**src/rtl/mult_err_stats.sv**
```systemverilog
// Error-statistics checker for an 8x8 approximate multiplier: error count, saturating |error| sum, max |error|.
// Define MULT_ERR_BIAS_EN to add the signed error-bias accumulator output err_bias.
module mult_err_stats #(
    parameter int WIDTH    = 8,
    parameter int OUTWIDTH = 16,
    parameter int NSAMPLES = 256,
    parameter int CNTW     = 16,
    parameter int ACCW     = 32
) (
    input  logic                clk,
    input  logic                rst_n,
    input  logic                start,
    input  logic                in_valid,
    output logic                in_ready,
    input  logic [WIDTH-1:0]    IN1,
    input  logic [WIDTH-1:0]    IN2,
    input  logic [OUTWIDTH-1:0] P,
    output logic                done,
    output logic [CNTW-1:0]     sample_cnt,
    output logic [CNTW-1:0]     err_cnt,
    output logic [ACCW-1:0]     sum_abs_err,
    output logic [OUTWIDTH-1:0] max_abs_err
`ifdef MULT_ERR_BIAS_EN
    ,
    output logic [ACCW-1:0]     err_bias
`endif
);

    typedef enum logic [1:0] {S_IDLE, S_RUN, S_DRAIN, S_DONE} state_t;

    function automatic logic [ACCW-1:0] sat_add_u(input logic [ACCW-1:0] a,
                                                   input logic [OUTWIDTH-1:0] b);
        logic [ACCW:0] s;
        s = {1'b0, a} + (ACCW+1)'(b);
        return s[ACCW] ? {ACCW{1'b1}} : s[ACCW-1:0];
    endfunction

    function automatic logic [CNTW-1:0] sat_inc(input logic [CNTW-1:0] a);
        return (a == {CNTW{1'b1}}) ? a : a + 1'b1;
    endfunction

    function automatic logic signed [ACCW-1:0] sat_add_s(input logic signed [ACCW-1:0] a,
                                                          input logic signed [OUTWIDTH:0] b);
        logic signed [ACCW:0] s;
        s = a + b;
        if (s[ACCW] != s[ACCW-1])
            return s[ACCW] ? {1'b1, {(ACCW-1){1'b0}}} : {1'b0, {(ACCW-1){1'b1}}};
        return s[ACCW-1:0];
    endfunction

    state_t                r_state;
    logic                  r_in_ready;
    logic                  r_done;
    logic                  r_vld_p1;
    logic [OUTWIDTH-1:0]   r_exact_p1;
    logic [OUTWIDTH-1:0]   r_prod_p1;
    logic [CNTW-1:0]       r_sample_cnt;
    logic [CNTW-1:0]       r_err_cnt;
    logic [ACCW-1:0]       r_sum_abs_p2;
    logic [OUTWIDTH-1:0]   r_max_abs_p2;

    logic                  w_accept;
    logic                  w_last;
    logic [OUTWIDTH-1:0]   w_exact;
    logic [OUTWIDTH-1:0]   w_abs_diff;

    assign w_accept   = in_valid & r_in_ready;
    assign w_last     = (r_sample_cnt == CNTW'(NSAMPLES - 1));
    assign w_exact    = OUTWIDTH'(IN1) * OUTWIDTH'(IN2);
    assign w_abs_diff = (r_exact_p1 >= r_prod_p1) ? (r_exact_p1 - r_prod_p1)
                                                  : (r_prod_p1 - r_exact_p1);

`ifdef MULT_ERR_BIAS_EN
    logic signed [ACCW-1:0]   r_bias_p2;
    logic signed [OUTWIDTH:0] w_err_s;
    assign w_err_s  = $signed({1'b0, r_prod_p1}) - $signed({1'b0, r_exact_p1});
    assign err_bias = r_bias_p2;
`endif

    always_ff @(posedge clk or negedge rst_n) begin
        if (!rst_n) begin
            r_state      <= S_IDLE;
            r_in_ready   <= 1'b0;
            r_done       <= 1'b0;
            r_vld_p1     <= 1'b0;
            r_exact_p1   <= '0;
            r_prod_p1    <= '0;
            r_sample_cnt <= '0;
            r_err_cnt    <= '0;
            r_sum_abs_p2 <= '0;
            r_max_abs_p2 <= '0;
`ifdef MULT_ERR_BIAS_EN
            r_bias_p2    <= '0;
`endif
        end else begin
            // S1: capture exact and approximate products on acceptance
            r_vld_p1 <= w_accept;
            if (w_accept) begin
                r_exact_p1   <= w_exact;
                r_prod_p1    <= P;
                r_sample_cnt <= r_sample_cnt + 1'b1;
            end

            // S2: fold the error distance into the statistics
            if (r_vld_p1) begin
                if (w_abs_diff != '0)
                    r_err_cnt <= sat_inc(r_err_cnt);
                r_sum_abs_p2 <= sat_add_u(r_sum_abs_p2, w_abs_diff);
                if (w_abs_diff > r_max_abs_p2)
                    r_max_abs_p2 <= w_abs_diff;
`ifdef MULT_ERR_BIAS_EN
                r_bias_p2 <= sat_add_s(r_bias_p2, w_err_s);
`endif
            end

            case (r_state)
                S_IDLE, S_DONE: begin
                    if (start) begin
                        r_state      <= S_RUN;
                        r_in_ready   <= 1'b1;
                        r_done       <= 1'b0;
                        r_sample_cnt <= '0;
                        r_err_cnt    <= '0;
                        r_sum_abs_p2 <= '0;
                        r_max_abs_p2 <= '0;
`ifdef MULT_ERR_BIAS_EN
                        r_bias_p2    <= '0;
`endif
                    end
                end
                S_RUN: begin
                    if (w_accept && w_last) begin
                        r_state    <= S_DRAIN;
                        r_in_ready <= 1'b0;
                    end
                end
                S_DRAIN: begin
                    // The S1 slot empties one cycle after the last acceptance
                    if (!r_vld_p1) begin
                        r_state <= S_DONE;
                        r_done  <= 1'b1;
                    end
                end
                default: begin
                    r_state    <= S_IDLE;
                    r_in_ready <= 1'b0;
                    r_done     <= 1'b0;
                end
            endcase
        end
    end

    assign in_ready    = r_in_ready;
    assign done        = r_done;
    assign sample_cnt  = r_sample_cnt;
    assign err_cnt     = r_err_cnt;
    assign sum_abs_err = r_sum_abs_p2;
    assign max_abs_err = r_max_abs_p2;

endmodule
```
**config.mk**
```make
export PLATFORM = sky130hd
export DESIGN_NAME = mult_err_stats
export DESIGN_NICKNAME = d
export VERILOG_FILES = /design/src/rtl/mult_err_stats.sv
export SDC_FILE = /design/constraint.sdc
export NUM_CORES = 1
export LEC_CHECK = 0
export CAP_MARGIN = 20
export CORE_UTILIZATION = 47
export DETAILED_ROUTE_END_ITERATION = 8
export PLACE_DENSITY = 0.69
export RECOVER_POWER = 25
export SLEW_MARGIN = 20
export SYNTH_ARGS = -nofsm -noshare
export SYNTH_HDL_FRONTEND = slang
export SYNTH_SLANG_ARGS = --single-unit
```
**constraint.sdc**
```tcl
create_clock -name clk -period 6.9 [get_ports clk]
set_input_delay 1.38 -clock clk [delete_from_list [all_inputs] [get_ports clk]]
set_output_delay 1.38 -clock clk [all_outputs]
set_load 0.01 [all_outputs]
```
==> results.py <==
metrics = {
    "pwr": {
        "power_frac_seq": 0.185,
        "vdd.ir_drop.worst_v": 0.0002310,
        "power.total_uw": 5611,
        "sw_frac_of_total": 0.4592,
        "pwr-share-clk": 0.161,
        "power.density_mw_per_mm2": 458.0,
        "combPwrFrac": 0.654,
        "power.leakage_uw": 0.005649,
        "internal-power_uw": 3034,
        "power_switching_uw": 2577,
    },
    "place": {
        "globalplace.congestion": 0.8680,
        "dpl_cell_area_mm2": 0.01164,
        "io_buffers": 117,
        "dpl.hpwl_um": 19440,
    },
    "final_layout": {
        "final_common_cell": "inv_1",
        "syn2layout_area_growth_pct": 19.56,
        "drive_gt1_frac": 0.06037,
        "multi_input_area_mm2": 0.006660,
        "seqCellArea_mm2": 0.002928,
        "final_nets": 1457,
        "final_core_util": 0.5773,
        "fin_area_mm2": 0.01225,
        "fillers": 1917,
        "layout_common_cells": "inv_1 (120), dfrtp_1 (117), clkdlybuf4s50_1 (115)",
        "antenna_cells": 0,
    },
    "timing": {
        "finClkSkew_ns": 0.009799,
        "slew_violations": 60,
        "min_period_ns": 5.850,
        "period_share": 0.8479,
        "tightestPinTransition_ns": 3.281,
        "setup_viol": 0,
        "rsz0062_at_grt": "false",
        "hold_slack_ns": 0.4930,
        "max_freq_ghz": 0.1709,
        "hold_viol_final": 0,
        "finalSetupTns_ns": 0,
        "maxSlewHeadroom": -1.188,
    },
    "die": {
        "ios": 118,
        "die_area_mm2": 0.02240,
        "fp.dieW_um": 149.7,
        "fp-row-count": 53,
        "core_area_mm2": 0.02122,
        "chipHeight_um": 149.7,
        "start_util": 0.4828,
    },
    "yosys": {
        "postSynthNetCount": 1351,
        "ys.flop_type": "dfrtp_1",
        "yosysSeqAreaShare": 0.2857,
        "yosys_warnings": 0,
        "syn_area_mm2": 0.01025,
        "async_flop_share": 1.000,
        "syn_area_per_cell_um2": 8.735,
        "ys_seq_elements": 117,
        "synth_edf_count": 0,
        "ys_types": 84,
        "syn_inst": 1173,
    },
    "route": {
        "vias_per_cell": 5.718,
        "wl_per_cell_um": 16.29,
        "initialDrtViolationCount": 452,
        "drtPass1Iterations": 5,
        "drc": 0,
        "final_antenna_net_count": 0,
        "wl_um": 25530,
        "via_count": 8960,
    },
    "clock_tree": {
        "clock_path_buffers": 2,
        "cts_tree": "built",
        "post_cts_buffers": 0,
        "path_clk_slew_ns": 0.05,
        "clkLatencyLatePin_ns": 0.43,
        "htree_num_levels": 4,
        "ctsResizeCount": 0,
        "cts_root_buf": "clkbuf_16",
        "cts_buffers": 17,
        "ctsHoldBuffers": 0,
        "clock-sinks": 117,
    },
    "critical_path": {
        "critPathLaunchType": "input pin",
        "cp_num_buf_inv": 3,
        "max_stage_delay_ns": 0.54,
        "worstPathCellList": "clkdlybuf4s50_1, and2_1, fa_1, fa_1, inv_1, fa_1, fa_1, inv_1, ha_1, o21ai_0, a21boi_0, o21ai_0, a21boi_0, o21ai_0, a21oi_1, o41ai_1, xnor2_1, o21ai_0",
        "crit_arrival_ns": 6.13,
        "crit_path_top_delay_cell": "fa_1",
        "crit_path_end_kind": "register",
        "crit_fanout": 8,
        "criticalPathCategory": "in2reg",
        "critPathTopFamily": "adder cells",
        "critPathRequiredTime_ns": 7.18,
    },
    "grt": {
        "overflow": 0,
        "grtUsageTotal": 0.2369,
        "antenna_found_initial": 0,
        "grt_max_degree": 65,
        "grt_pass1_vias": 8508,
        "grt_pass1_wl_um": 42170,
    },
    "run_status": {
        "violations": "capacitance limit, slew limit",
        "status": "finished with violations",
    },
    "job": {
        "max_cap_viol_count": 2,
    },
    "min_path": {
        "hold_path_class": "reg2reg",
    },
}
==> power groups by stage <==
stage / Combinational, µW / Sequential (µW) / Clock (µW)
5_1_grt: 4060 / 1070 / 951
3_5_place_dp: 3620 / 1050 / 0
6_report: 3670 / 1040 / 905
3_3_place_gp: 3560 / 1040 / 0
2_1_floorplan: 2580 / 1060 / 0
4_1_cts: 3650 / 1040 / 919
==> worst register-to-register path, delay by kind of cell, from the launching register on <==
kind,cells,cell delay (ns)
compound gates,5,1.45
buf+inv,1,0.05
mux,1,0.47
simple gates,7,2.26
flops,1,0.37
fa+ha+maj,2,0.87
==> path summary, 6_finish.rpt <==
kind	from	to	slack [ns]	cells after the start
worst max register to register	r_exact_p1[14]	sum_abs_err[31]	1.32	16
worst max-delay path	IN2[4]	r_exact_p1[15]	1.05	18
worst min-delay path	r_exact_p1[15]	r_exact_p1[15]	0.49	2
max in group asynchronous	rst_n	r_prod_p1[11]	2.04	2
min in group asynchronous	rst_n	sum_abs_err[27]	2.03	1
worst min register to register	r_exact_p1[15]	r_exact_p1[15]	0.49	2
==> Yosys cell counts (19+ instances only) <==
master    number  area [µm²]
o21ai_0       79       395.4
clkbuf_1      23       86.33
xor2_1        24       210.2
nor2_1        75       281.5
ha_1         103        1289
fa_1          39       780.8
nand2_1      114       427.9
nand3_1       33       165.2
dfrtp_1      117        2928
and2_1        43       269.0
a21oi_1       74       370.4
a21o_1        19       142.6
inv_1        120       450.4
a211oi_1      23       172.7
==> cell families (layout without fill, tap and decap cells) <==
kind of cell               Yosys count  after routing  share of synthesized area
muxes                               14             14                    0.01392
xor gates and xnor gates            42             42                    0.03590
AOI/OAI and AO/OA                  304            304                     0.1991
buffers and inverters              164            283                    0.06606
and+or+nand+nor                    390            390                     0.1973
DFF                                117            117                     0.2857
adders and majority gates          142            142                     0.2020
==> sequential cells by signal, summed over array words and instances (netlist names), 2 cells and up <==
name and count:
sum_abs_err 32, r_exact_p1 16, r_prod_p1 16, max_abs_err 16, sample_cnt 16, r_state 2
err_cnt 16
==> per-stage QoR <==
step	instances	setup WS, ns
2_1_floorplan	1173	1.554
3_3_place_gp	1534	0.6763
3_5_place_dp	1534	0.5908
4_1_cts	1566	1.021
5_1_grt	1567	0.8120
6_report	1567	1.050
==> routing by layer <==
metal | up-vias | wire length [µm] | GRT usage | part of all wire
met5 | - | 0 | 0 | 0
met4 | 0 | 614 | 0.08283 | 0.024
met3 | 33 | 1051 | 0.03354 | 0.041
met2 | 249 | 11990 | 0.3863 | 0.47
met1 | 4317 | 11870 | 0.3207 | 0.47
li1 | 4361 | - | - | -
==> layout make-up <==
cell class / instances / area share
clock buffer: 20 / 0.03646
timing repair buffer: 130 / 0.1032
sequential: 117 / 0.2390
inverter: 121 / 0.03707
tap: 275 / 0.02809
multi-input combinational: 892 / 0.5437
clock inverter: 12 / 0.01256
Power figures use the tool's default switching activity.
